**config.mk**
```make
export PLATFORM = sky130hd
export DESIGN_NAME = alu_seq_acc
export DESIGN_NICKNAME = d
export VERILOG_FILES = /design/src/rtl/alu_pkg.sv /design/src/rtl/alu_adder_n.sv /design/src/rtl/alu_seq_acc.sv
export SDC_FILE = /design/constraint.sdc
export NUM_CORES = 1
export LEC_CHECK = 0
export BUFFER_PORTS_ARGS = -buffer_cell sky130_fd_sc_hd__buf_2
export CORE_ASPECT_RATIO = 1.25
export CORE_MARGIN = 2
export CORE_UTILIZATION = 55
export CTS_CLUSTER_SIZE = 40
export DETAILED_ROUTE_END_ITERATION = 6
export PLACE_DENSITY = 0.77
export SKIP_CTS_REPAIR_TIMING = 1
export SLEW_MARGIN = 25
export SYNTH_ARGS = -nofsm -noshare
export SYNTH_HDL_FRONTEND = slang
export SYNTH_SLANG_ARGS = --single-unit
```
**constraint.sdc**
```tcl
create_clock -name clk -period 6.8 [get_ports clk]
set_clock_uncertainty 0.15 [all_clocks]
set_input_delay 1.02 -clock clk [delete_from_list [all_inputs] [get_ports clk]]
set_output_delay 1.02 -clock clk [all_outputs]
set_load 0.02 [all_outputs]
```
**src/rtl/alu_pkg.sv**
```systemverilog
// Shared definitions for the sequential accumulator ALU: opcodes, flag bit
// positions, FSM state encoding and a helper to assemble the flag nibble.
package alu_pkg;

    localparam logic [3:0] OP_ADD  = 4'd0;
    localparam logic [3:0] OP_SUB  = 4'd1;
    localparam logic [3:0] OP_AND  = 4'd2;
    localparam logic [3:0] OP_OR   = 4'd3;
    localparam logic [3:0] OP_XOR  = 4'd4;
    localparam logic [3:0] OP_PASS = 4'd5;
    localparam logic [3:0] OP_ADC  = 4'd6;
    localparam logic [3:0] OP_SHL  = 4'd7;
    localparam logic [3:0] OP_SHR  = 4'd8;
    localparam logic [3:0] OP_ASR  = 4'd9;
    localparam logic [3:0] OP_MUL  = 4'd10;

    localparam int FLG_Z = 3;
    localparam int FLG_N = 2;
    localparam int FLG_C = 1;
    localparam int FLG_V = 0;

    typedef enum logic [1:0] {
        ST_IDLE  = 2'd0,
        ST_SHIFT = 2'd1,
        ST_MUL   = 2'd2
    } state_t;

    // Place the four status bits at their architectural positions.
    function automatic logic [3:0] pack_flags(input logic z, input logic n,
                                              input logic c, input logic v);
        logic [3:0] f;
        f        = 4'b0000;
        f[FLG_Z] = z;
        f[FLG_N] = n;
        f[FLG_C] = c;
        f[FLG_V] = v;
        return f;
    endfunction

endpackage

```
**src/rtl/alu_adder_n.sv**
```systemverilog
// WIDTH-bit ripple-carry adder with carry in, carry out and signed overflow.
// Shared by ADD/SUB/ADC and by the multiplier partial-sum accumulate.
module alu_adder_n #(
    parameter int WIDTH = 8
) (
    input  logic [WIDTH-1:0] i_a,
    input  logic [WIDTH-1:0] i_b,
    input  logic             i_cin,
    output logic [WIDTH-1:0] o_y,
    output logic             o_cout,
    output logic             o_v
);

    // Ripple the carry LSB to MSB; overflow compares carry into and out of the MSB.
    always_comb begin : p_ripple
        logic v_c;
        logic v_c_msb;
        o_y     = '0;
        v_c     = i_cin;
        v_c_msb = 1'b0;
        for (int i = 0; i < WIDTH; i++) begin
            if (i == WIDTH - 1) begin
                v_c_msb = v_c;
            end
            o_y[i] = i_a[i] ^ i_b[i] ^ v_c;
            v_c    = (i_a[i] & i_b[i]) | ((i_a[i] ^ i_b[i]) & v_c);
        end
        o_cout = v_c;
        o_v    = v_c ^ v_c_msb;
    end

endmodule

```
**src/rtl/alu_seq_acc.sv**
```systemverilog
// Sequential accumulator ALU with valid/ready request handshake.
// Single-cycle arithmetic/logic ops, one-bit-per-cycle shifts and, when the
// macro ALU_MUL_EN is defined, a WIDTH-iteration shift-add multiplier.
// Without ALU_MUL_EN opcode 10 falls through to PASS and no multiplier exists.
module alu_seq_acc
    import alu_pkg::*;
#(
    parameter int WIDTH = 8,
    parameter int SHW   = $clog2(WIDTH)
) (
    input  logic             clk,
    input  logic             reset,
    input  logic             in_valid,
    output logic             in_ready,
    input  logic [3:0]       op,
    input  logic             use_acc,
    input  logic [WIDTH-1:0] a,
    input  logic [WIDTH-1:0] b,
    output logic [WIDTH-1:0] result,
    output logic [3:0]       flags,
    output logic             out_valid,
    output logic             busy
);

    state_t           r_state, w_state_next;
    logic [WIDTH-1:0] r_result, w_result_next;
    logic [3:0]       r_flags, w_flags_next;
    logic [WIDTH-1:0] r_acc, w_acc_next;
    logic             r_out_valid, w_out_valid_next;
    logic [3:0]       r_op, w_op_next;
    logic [WIDTH-1:0] r_work, w_work_next;   // shift operand, or multiplier/low product
    logic [SHW-1:0]   r_cnt, w_cnt_next;
`ifdef ALU_MUL_EN
    logic [WIDTH-1:0] r_mcand, w_mcand_next;
    logic [WIDTH-1:0] r_hi, w_hi_next;
    logic [SHW:0]     r_mcnt, w_mcnt_next;
`endif

    logic             w_accept;
    logic [WIDTH-1:0] w_opa;
    logic [SHW-1:0]   w_shamt;
    logic [WIDTH-1:0] w_add_a, w_add_b, w_add_y;
    logic             w_add_cin, w_add_cout, w_add_v;
    logic             w_done;
    logic [WIDTH-1:0] w_res;
    logic             w_c, w_v;
    logic [WIDTH-1:0] w_shifted;
    logic             w_shout;

    // The accumulator register is updated on the completion edge itself, so a
    // request accepted in the following cycle already reads the new value.
    assign w_opa    = use_acc ? r_acc : a;
    assign w_accept = in_valid && (r_state == ST_IDLE);
    assign w_shamt  = b[SHW-1:0];

    assign in_ready  = (r_state == ST_IDLE);
    assign busy      = ~in_ready;
    assign result    = r_result;
    assign flags     = r_flags;
    assign out_valid = r_out_valid;

    // Adder operand steering: ADD/SUB/ADC in IDLE, partial-sum accumulate in MUL.
    always_comb begin
        w_add_a   = w_opa;
        w_add_b   = b;
        w_add_cin = 1'b0;
        if (op == OP_SUB) begin
            w_add_b   = ~b;
            w_add_cin = 1'b1;
        end else if (op == OP_ADC) begin
            w_add_cin = r_flags[FLG_C];
        end
`ifdef ALU_MUL_EN
        if (r_state == ST_MUL) begin
            w_add_a   = r_hi;
            w_add_b   = r_work[0] ? r_mcand : '0;
            w_add_cin = 1'b0;
        end
`endif
    end

    alu_adder_n #(
        .WIDTH (WIDTH)
    ) u_adder (
        .i_a    (w_add_a),
        .i_b    (w_add_b),
        .i_cin  (w_add_cin),
        .o_y    (w_add_y),
        .o_cout (w_add_cout),
        .o_v    (w_add_v)
    );

    // One shift step of the captured operand and the bit that falls off the end.
    always_comb begin
        w_shifted = r_work;
        w_shout   = 1'b0;
        case (r_op)
            OP_SHL: begin
                w_shifted = {r_work[WIDTH-2:0], 1'b0};
                w_shout   = r_work[WIDTH-1];
            end
            OP_SHR: begin
                w_shifted = {1'b0, r_work[WIDTH-1:1]};
                w_shout   = r_work[0];
            end
            default: begin
                w_shifted = {r_work[WIDTH-1], r_work[WIDTH-1:1]};
                w_shout   = r_work[0];
            end
        endcase
    end

    // Next-state and datapath: accept in IDLE, iterate in SHIFT/MUL, then
    // commit result, flags and accumulator together on completion.
    always_comb begin
        w_state_next     = r_state;
        w_result_next    = r_result;
        w_flags_next     = r_flags;
        w_acc_next       = r_acc;
        w_out_valid_next = 1'b0;
        w_op_next        = r_op;
        w_work_next      = r_work;
        w_cnt_next       = r_cnt;
`ifdef ALU_MUL_EN
        w_mcand_next     = r_mcand;
        w_hi_next        = r_hi;
        w_mcnt_next      = r_mcnt;
`endif
        w_done           = 1'b0;
        w_res            = r_result;
        w_c              = 1'b0;
        w_v              = 1'b0;

        case (r_state)
            ST_IDLE: begin
                if (w_accept) begin
                    case (op)
                        OP_ADD, OP_SUB, OP_ADC: begin
                            w_done = 1'b1;
                            w_res  = w_add_y;
                            w_c    = w_add_cout;
                            w_v    = w_add_v;
                        end
                        OP_AND: begin
                            w_done = 1'b1;
                            w_res  = w_opa & b;
                        end
                        OP_OR: begin
                            w_done = 1'b1;
                            w_res  = w_opa | b;
                        end
                        OP_XOR: begin
                            w_done = 1'b1;
                            w_res  = w_opa ^ b;
                        end
                        OP_SHL, OP_SHR, OP_ASR: begin
                            if (w_shamt == '0) begin
                                w_done = 1'b1;
                                w_res  = w_opa;
                            end else begin
                                w_state_next = ST_SHIFT;
                                w_op_next    = op;
                                w_work_next  = w_opa;
                                w_cnt_next   = w_shamt;
                            end
                        end
`ifdef ALU_MUL_EN
                        OP_MUL: begin
                            w_state_next = ST_MUL;
                            w_mcand_next = w_opa;
                            w_work_next  = b;
                            w_hi_next    = '0;
                            w_mcnt_next  = (SHW+1)'(WIDTH);
                        end
`endif
                        OP_PASS: begin
                            w_done = 1'b1;
                            w_res  = w_opa;
                        end
                        default: begin
                            w_done = 1'b1;
                            w_res  = w_opa;
                        end
                    endcase
                end
            end
            ST_SHIFT: begin
                w_work_next = w_shifted;
                w_cnt_next  = r_cnt - SHW'(1);
                if (r_cnt == SHW'(1)) begin
                    w_state_next = ST_IDLE;
                    w_done       = 1'b1;
                    w_res        = w_shifted;
                    w_c          = w_shout;
                end
            end
`ifdef ALU_MUL_EN
            ST_MUL: begin
                // {hi, lo} shifts right one bit with the new partial sum on top.
                w_hi_next   = {w_add_cout, w_add_y[WIDTH-1:1]};
                w_work_next = {w_add_y[0], r_work[WIDTH-1:1]};
                w_mcnt_next = r_mcnt - (SHW+1)'(1);
                if (r_mcnt == (SHW+1)'(1)) begin
                    w_state_next = ST_IDLE;
                    w_done       = 1'b1;
                    w_res        = w_work_next;
                    w_c          = |w_hi_next;
                    w_v          = |w_hi_next;
                end
            end
`endif
            default: begin
                w_state_next = ST_IDLE;
            end
        endcase

        if (w_done) begin
            w_result_next    = w_res;
            w_flags_next     = pack_flags(w_res == '0, w_res[WIDTH-1], w_c, w_v);
            w_acc_next       = w_res;
            w_out_valid_next = 1'b1;
        end
    end

    // State and datapath registers; reset abandons any op in flight.
    always_ff @(posedge clk) begin
        if (reset) begin
            r_state     <= ST_IDLE;
            r_result    <= '0;
            r_flags     <= '0;
            r_acc       <= '0;
            r_out_valid <= 1'b0;
            r_op        <= '0;
            r_work      <= '0;
            r_cnt       <= '0;
`ifdef ALU_MUL_EN
            r_mcand     <= '0;
            r_hi        <= '0;
            r_mcnt      <= '0;
`endif
        end else begin
            r_state     <= w_state_next;
            r_result    <= w_result_next;
            r_flags     <= w_flags_next;
            r_acc       <= w_acc_next;
            r_out_valid <= w_out_valid_next;
            r_op        <= w_op_next;
            r_work      <= w_work_next;
            r_cnt       <= w_cnt_next;
`ifdef ALU_MUL_EN
            r_mcand     <= w_mcand_next;
            r_hi        <= w_hi_next;
            r_mcnt      <= w_mcnt_next;
`endif
        end
    end

endmodule

```
**Yosys cells after proc, flatten, opt, wreduce, memory -nomap -nowiden**

Cells that the tools add are included.

- Register bits: 30

- Bitwise gates (word level): 47
- Muxes and demuxes: 37
- Reduce and logical (&&, ||, !) cells: 11
- Equality and inequality tests: 16
- Add/sub/neg operators: 1

Operator list:

| cell | count |
|---|---|
| 8-bit two-way mux | 8 |
| 8-bit case mux with 2 select lines | 3 |
| 8-bit case mux with 5 select lines | 1 |
| 1-bit bitwise XOR | 17 |
| 1-bit AND | 16 |
| 4-bit by 3-bit == test with 1-bit output, second input constant | 4 |
| 1-bit two-way mux | 14 |
| 4-bit == test, second input constant | 3 |
| 4-bit AND reduction | 3 |
| 3-bit two-way mux | 3 |
| 8-bit AND | 1 |
| 4-bit by 2-bit == test with 1-bit output, second input constant | 2 |
| 8-bit logical NOT | 1 |
| 2-bit two-way mux | 4 |
| 8-bit NOT | 1 |
| 1-bit bitwise OR | 8 |
| 8-bit bitwise OR | 1 |
| 8-bit bitwise XOR | 1 |
| 3-bit case mux with 2 select lines | 1 |
| 3-bit OR reduction | 2 |
| 4-bit by 1-bit == test with 1-bit output, second input constant | 1 |
| 4-bit logical NOT | 1 |
| 2-bit by 1-bit != test with 1-bit output, second input constant | 2 |
| 2-bit != test, second input constant | 2 |
| other kinds (10) | 12 |

**Longest topological paths before layout**

- Depth in word-level cells: 23
- Mapped depth: 21
- Gate-level depth less buffers: 19

**By module**

From an unflattened synthesis, not the netlist that was laid out.

- Cells, all modules: 317
- Area, all modules: 2,657.5 sq um

By module, submodules not included:

| module | sequential area each (sq um) | area an instance (sq um) | cells an instance | instances |
|---|---|---|---|---|
| alu_seq_acc | 560.5 | 2,451.1 | 298 | 1 |
| alu_adder_n | 0.0 | 206.4 | 19 | 1 |

**Worst setup path before layout**

OpenSTA, ideal clock, no wires.

- Path kind: input to register
- Start: in op[2]
- End: reg r_flags[3] (netlist: flags[3])
- Data required time: 6,566 ps
- Stages: 19
- Library setup time: 84 ps
- Path buffers: 1
- Arrival time: 5,807 ps
- Slack: 759 ps
- Path through: buf_6 > or2_2 > nor2_2 > xnor2_1 > fa_1 > fa_1 > inv_1 > fa_1 > fa_1 > fa_1 > fa_1 > fa_1 > fa_1 > mux2_2 > o211ai_2 > o211ai_2 > a221oi_2 > nand3_1 > o31ai_2

- Cells in the longest elaborated chain, start to end: 22
- Elaborated cells on any way between the ends: 58
- Those cells by class: eq/ne (8); mux (9); bitwise (37); reduce/logical (4)

RTL lines:

| element | line | text |
|---|---|---|
| from (decl) | alu_seq_acc.sv:15 | `input logic [3:0] op,` |
| 4-bit by 1-bit == test with 1-bit output / 4-bit by 3-bit == test with 1-bit output (equally long branches) | alu_seq_acc.sv:67, alu_seq_acc.sv:137, alu_seq_acc.sv:70 |  |
| 8-bit two-way mux / 1-bit two-way mux (equally long branches) | alu_seq_acc.sv:67, alu_seq_acc.sv:70 |  |
| 1-bit bitwise XOR / 1-bit two-way mux (equally long branches) | alu_adder_n.sv:25, alu_adder_n.sv:26, alu_seq_acc.sv:67 |  |
| 1-bit AND | alu_adder_n.sv:26 | `v_c = (i_a[i] & i_b[i]) \| ((i_a[i] ^ i_b[i]) & v_c);` |
| 1-bit bitwise OR | alu_adder_n.sv:26 |  |
| 1-bit AND | alu_adder_n.sv:26 |  |
| 1-bit bitwise OR | alu_adder_n.sv:26 |  |
| 1-bit AND | alu_adder_n.sv:26 |  |
| (+6 left out) | -- |  |
| 1-bit bitwise OR | alu_adder_n.sv:26 |  |
| 1-bit AND | alu_adder_n.sv:26 |  |
| 1-bit bitwise OR | alu_adder_n.sv:26 |  |
| 1-bit bitwise XOR | alu_adder_n.sv:25 | `o_y[i] = i_a[i] ^ i_b[i] ^ v_c;` |
| 8-bit case mux with 5 select lines | alu_seq_acc.sv:137 | `case (op)` |
| 8-bit two-way mux | alu_seq_acc.sv:136 | `if (w_accept) begin` |
| 8-bit case mux with 2 select lines | alu_seq_acc.sv:134 | `case (r_state)` |
| 8-bit logical NOT | alu_seq_acc.sv:219 | `w_flags_next = pack_flags(w_res == '0, w_res[WIDTH-1], w_c, w_v);` |
| to (signal assigned) | alu_seq_acc.sv:244 | `r_flags <= w_flags_next;` |
| to (decl) | alu_seq_acc.sv:27 | `logic [3:0] r_flags, w_flags_next;` |

Parallel ways exist; a longest one is shown, timed or not.
A chain may end at the register's enable or synchronous reset.

**Worst setup path in the final report**

- Start: in op[1]
- End: reg r_flags[3] (netlist: flags[3])

Same word-level chain as after synthesis.

==> metrics.md <==
| Metric | Value |
|---|---|
| Status | `finished clean` |
| Post-synth EDFFs | `0` |
| Share of the synthesized area in the top cell type | `0.195` |
| FILL cells | `460` |
| Sum of negative setup slack | `0 ns` |
| NetSw | `0.168 mW` |
| Synth top area cells | `dfxtp_1 19%, ha_1 7.8%, fa_1 5.6%, mux2i_1 5.2%, a21oi_1 3.5%` |
| Post-Synthesis Cells | `342` |
| Final setup fails | `0` |
| Post-Syn Area | `between 2000 and 3000 µm²` |
| Synth cell types | `between 60 and 70` |
| DRC | `0` |
| Clock power frac | `0.220` |
| Worst-Margin Slew | `0.739 ns` |
| Crit-path max FO | `21` |
| DR iter-0 viols | `230` |
| #FFs+latches synth | `28` |
| Vias in the first global route | `2496` |
| Chip Width | `68.7 µm` |
| Cell Rows | `29` |
| CTS tree | `yes` |
| Worst EP arrival | `slightly below 6 ns` |
| RSZ-0062 raised after global routing | `no` |
| Port buffer count | `38` |
| Post-synth top flop | `dfxtp_1` |
| DRT Wirelength | `7.53 mm` |
| PD cells | `~150 nW/µm²` |
| Post-DP HPWL | `between 5 and 6 mm` |
| Clk sinks | `28` |
| Num CTS Buffers | `3` |
| Initial antenna violation count | `0` |
| Peak VDD IR | `0.149 mV` |
| Synth warnings | `0` |
| Share of power burned in registers | `0.393` |
| Share of cells above drive strength 1 | `0.205` |
| Clock Latency Late Sink | `0.27 ns` |
| Most frequent cells in the layout | `38 x buf_2, 28 x dfxtp_1, 25 x nor2_1` |
| Net Sw Frac | `0.361` |
| Final WS setup | `0.987 ns` |
| Slew Limit Fails | `0` |
| Total I/O pin count | `39` |
| CTS H-tree depth | `1` |
| CP Class | `in2reg` |
| Crit-path most repeated cell | `fa_1` |
| Initial Util | `0.567` |
| Critical-path cell list | `buf_2 -> nand2b_4 -> nor2_2 -> xnor2_1 -> fa_1 -> fa_1 -> inv_1 -> fa_1 -> fa_1 -> fa_1 -> fa_1 -> fa_1 -> fa_1 -> mux2_2 -> o211ai_2 -> o211ai_2 -> a221oi_2 -> nand3_1 -> o31ai_2` |
| Synth area leader | `dfxtp_1` |
| Part of the Yosys area used for sequential elements | `0.195` |
| Largest stage delay, worst path | `about 0.47 ns` |
| Clock buffer depth | `2` |
| First-pass GRT wire length | `11.8 mm` |
| Gate power share | `0.387` |
| Synth-to-layout area growth | `6.69%` |
| Async set-reset flop share out of synthesis | `0` |
| Crit end category | `flip-flop` |
| Layout Nets | `416` |
| Fin. Hold Viols | `0` |
| Pint | `0.298 mW` |
| Die Ht | `84.9 µm` |
| Routed WL per cell | `17.6 µm` |
| Max Fclk | `0.172 GHz` |
| Vias | `between 2k and 3k` |
| Leakage power | `1.26 nW` |
| Syn Nets | `between 300 and 400` |
| Mapped Avg Cell Area | `8.42 µm²` |
| Critical path required time | `6.85 ns` |
| Placement Setup Slack | `0.736 ns` |
| Ant. Diodes | `0` |
| Gr ovfl total | `0` |
| Total track usage | `0.262` |
| Total core area | `5080 µm²` |
| Pin count of the biggest net entering global routing | `30` |
| Die area | `5840 µm²` |
| Hold crit path type | `reg2reg` |
| Final worst path period share | `0.855` |
| DR pass1 iterations | `6` |
| Via density | `~6.3` |
| Critical path's slowest cell | `fa_1` |
| GPL Wtd Cong | `0.968` |
| Most common cell after layout, fill and taps aside | `buf_2` |
| Clock Pin Slew Worst Setup and Hold Paths | `0.09 ns` |
| Max-cap violation count | `0` |
| CP Launch Type | `primary input` |
| Root Driver | `clkbuf_8` |
| Fin crit period | `5.81 ns` |
| Rel. slew slack | `0.506` |
| Antenna Violating Nets Remaining | `0` |
==> layer usage <==
metal,up-vias,routed length (µm),track usage
met5,-,0,0
met4,0,133,0.0731
met3,13,362,0.0225
met2,103,3800,0.446
met1,1295,3230,0.350
li1,1278,-,-
==> final timing paths <==
kind | startpoint | endpoint | slack [ns] | cells past startpoint
setup / recovery | op[1] | flags[3] | 0.99 | 19
hold / removal | r_op[2] | r_op[2] | 0.35 | 2
setup reg to reg | r_acc[0] | flags[3] | 1.74 | 17
hold reg to reg | r_op[2] | r_op[2] | 0.35 | 2
==> synth_stat cells (3+ instances only) <==
cell type  count
dfxtp_1       28
nor2_1        25
nand2_1       24
inv_1         22
a21oi_1       20
ha_1          18
mux2i_1       15
o21ai_0       13
a211oi_1      10
nand3_1       10
nor2b_1       10
buf_2          8
buf_6          8
fa_1           8
mux2_2         8
xnor2_1        8
clkbuf_1       6
nand2b_1       6
nand3b_1       6
nor3b_1        5
o211ai_1       5
a221oi_1       4
and3b_1        4
nor3_1         4
a21o_1         3
a222oi_1       3
a311oi_1       3
o221ai_1       3
==> cell type report <==
type | count | area, µm² | share of cell area
multi-input cells | 267 | 2070 | 0.672
flip-flops and latches | 28 | 561 | 0.182
repair buffers | 43 | 228 | 0.0741
inverters | 23 | 86.3 | 0.0281
well taps | 62 | 77.6 | 0.0252
clock buffers | 4 | 55.1 | 0.0179
==> worst max-delay path: cells and delay by family <==
family	cells	cell delay (ns)
fa+ha+maj	8	2.87
compound gates	4	0.74
simple gates	3	0.41
buf+inv	2	0.35
mux	1	0.28
xor+xnor	1	0.18
==> power groups by stage <==
| stage | clock network (mW) | registers [mW] | logic, mW |
|---|---|---|---|
| 6_report | 0.103 | 0.183 | 0.181 |
| 5_1_grt | 0.111 | 0.184 | 0.198 |
| 4_1_cts | 0.104 | 0.183 | 0.178 |
| 3_5_place_dp | 0 | 0.187 | 0.176 |
| 3_3_place_gp | 0 | 0.186 | 0.174 |
| 2_1_floorplan | 0 | 0.190 | 0.127 |
==> cell families after synthesis <==
kind of cell,synth area share
and+or+nand+nor,0.241
AOI/OAI and AO/OA,0.223
buffers and inverters,0.0882
DFF,0.195
adders and majority gates,0.134
muxes,0.0925
xor gates and xnor gates,0.0274
==> flip-flops by register name, summed over array words and instances, names as in the netlist <==
name       cells
r_work         8
r_acc          7
flags          4
r_op           4
r_cnt          3
out_valid      1
r_state        1
==> metrics by stage <==
step	total power, mW	instance area (µm²)	std cells	util	hold slack [ns]
floorplan	0.317	2880	342	-	0.292
global placement	0.360	3020	423	0.594	0.316
detailed placement	0.363	3020	423	0.594	0.336
CTS	0.465	3070	427	0.605	0.351
global route	0.493	3070	427	0.605	0.386
finish	0.466	3070	427	0.605	0.350
(Power assumes the default switching activity.)
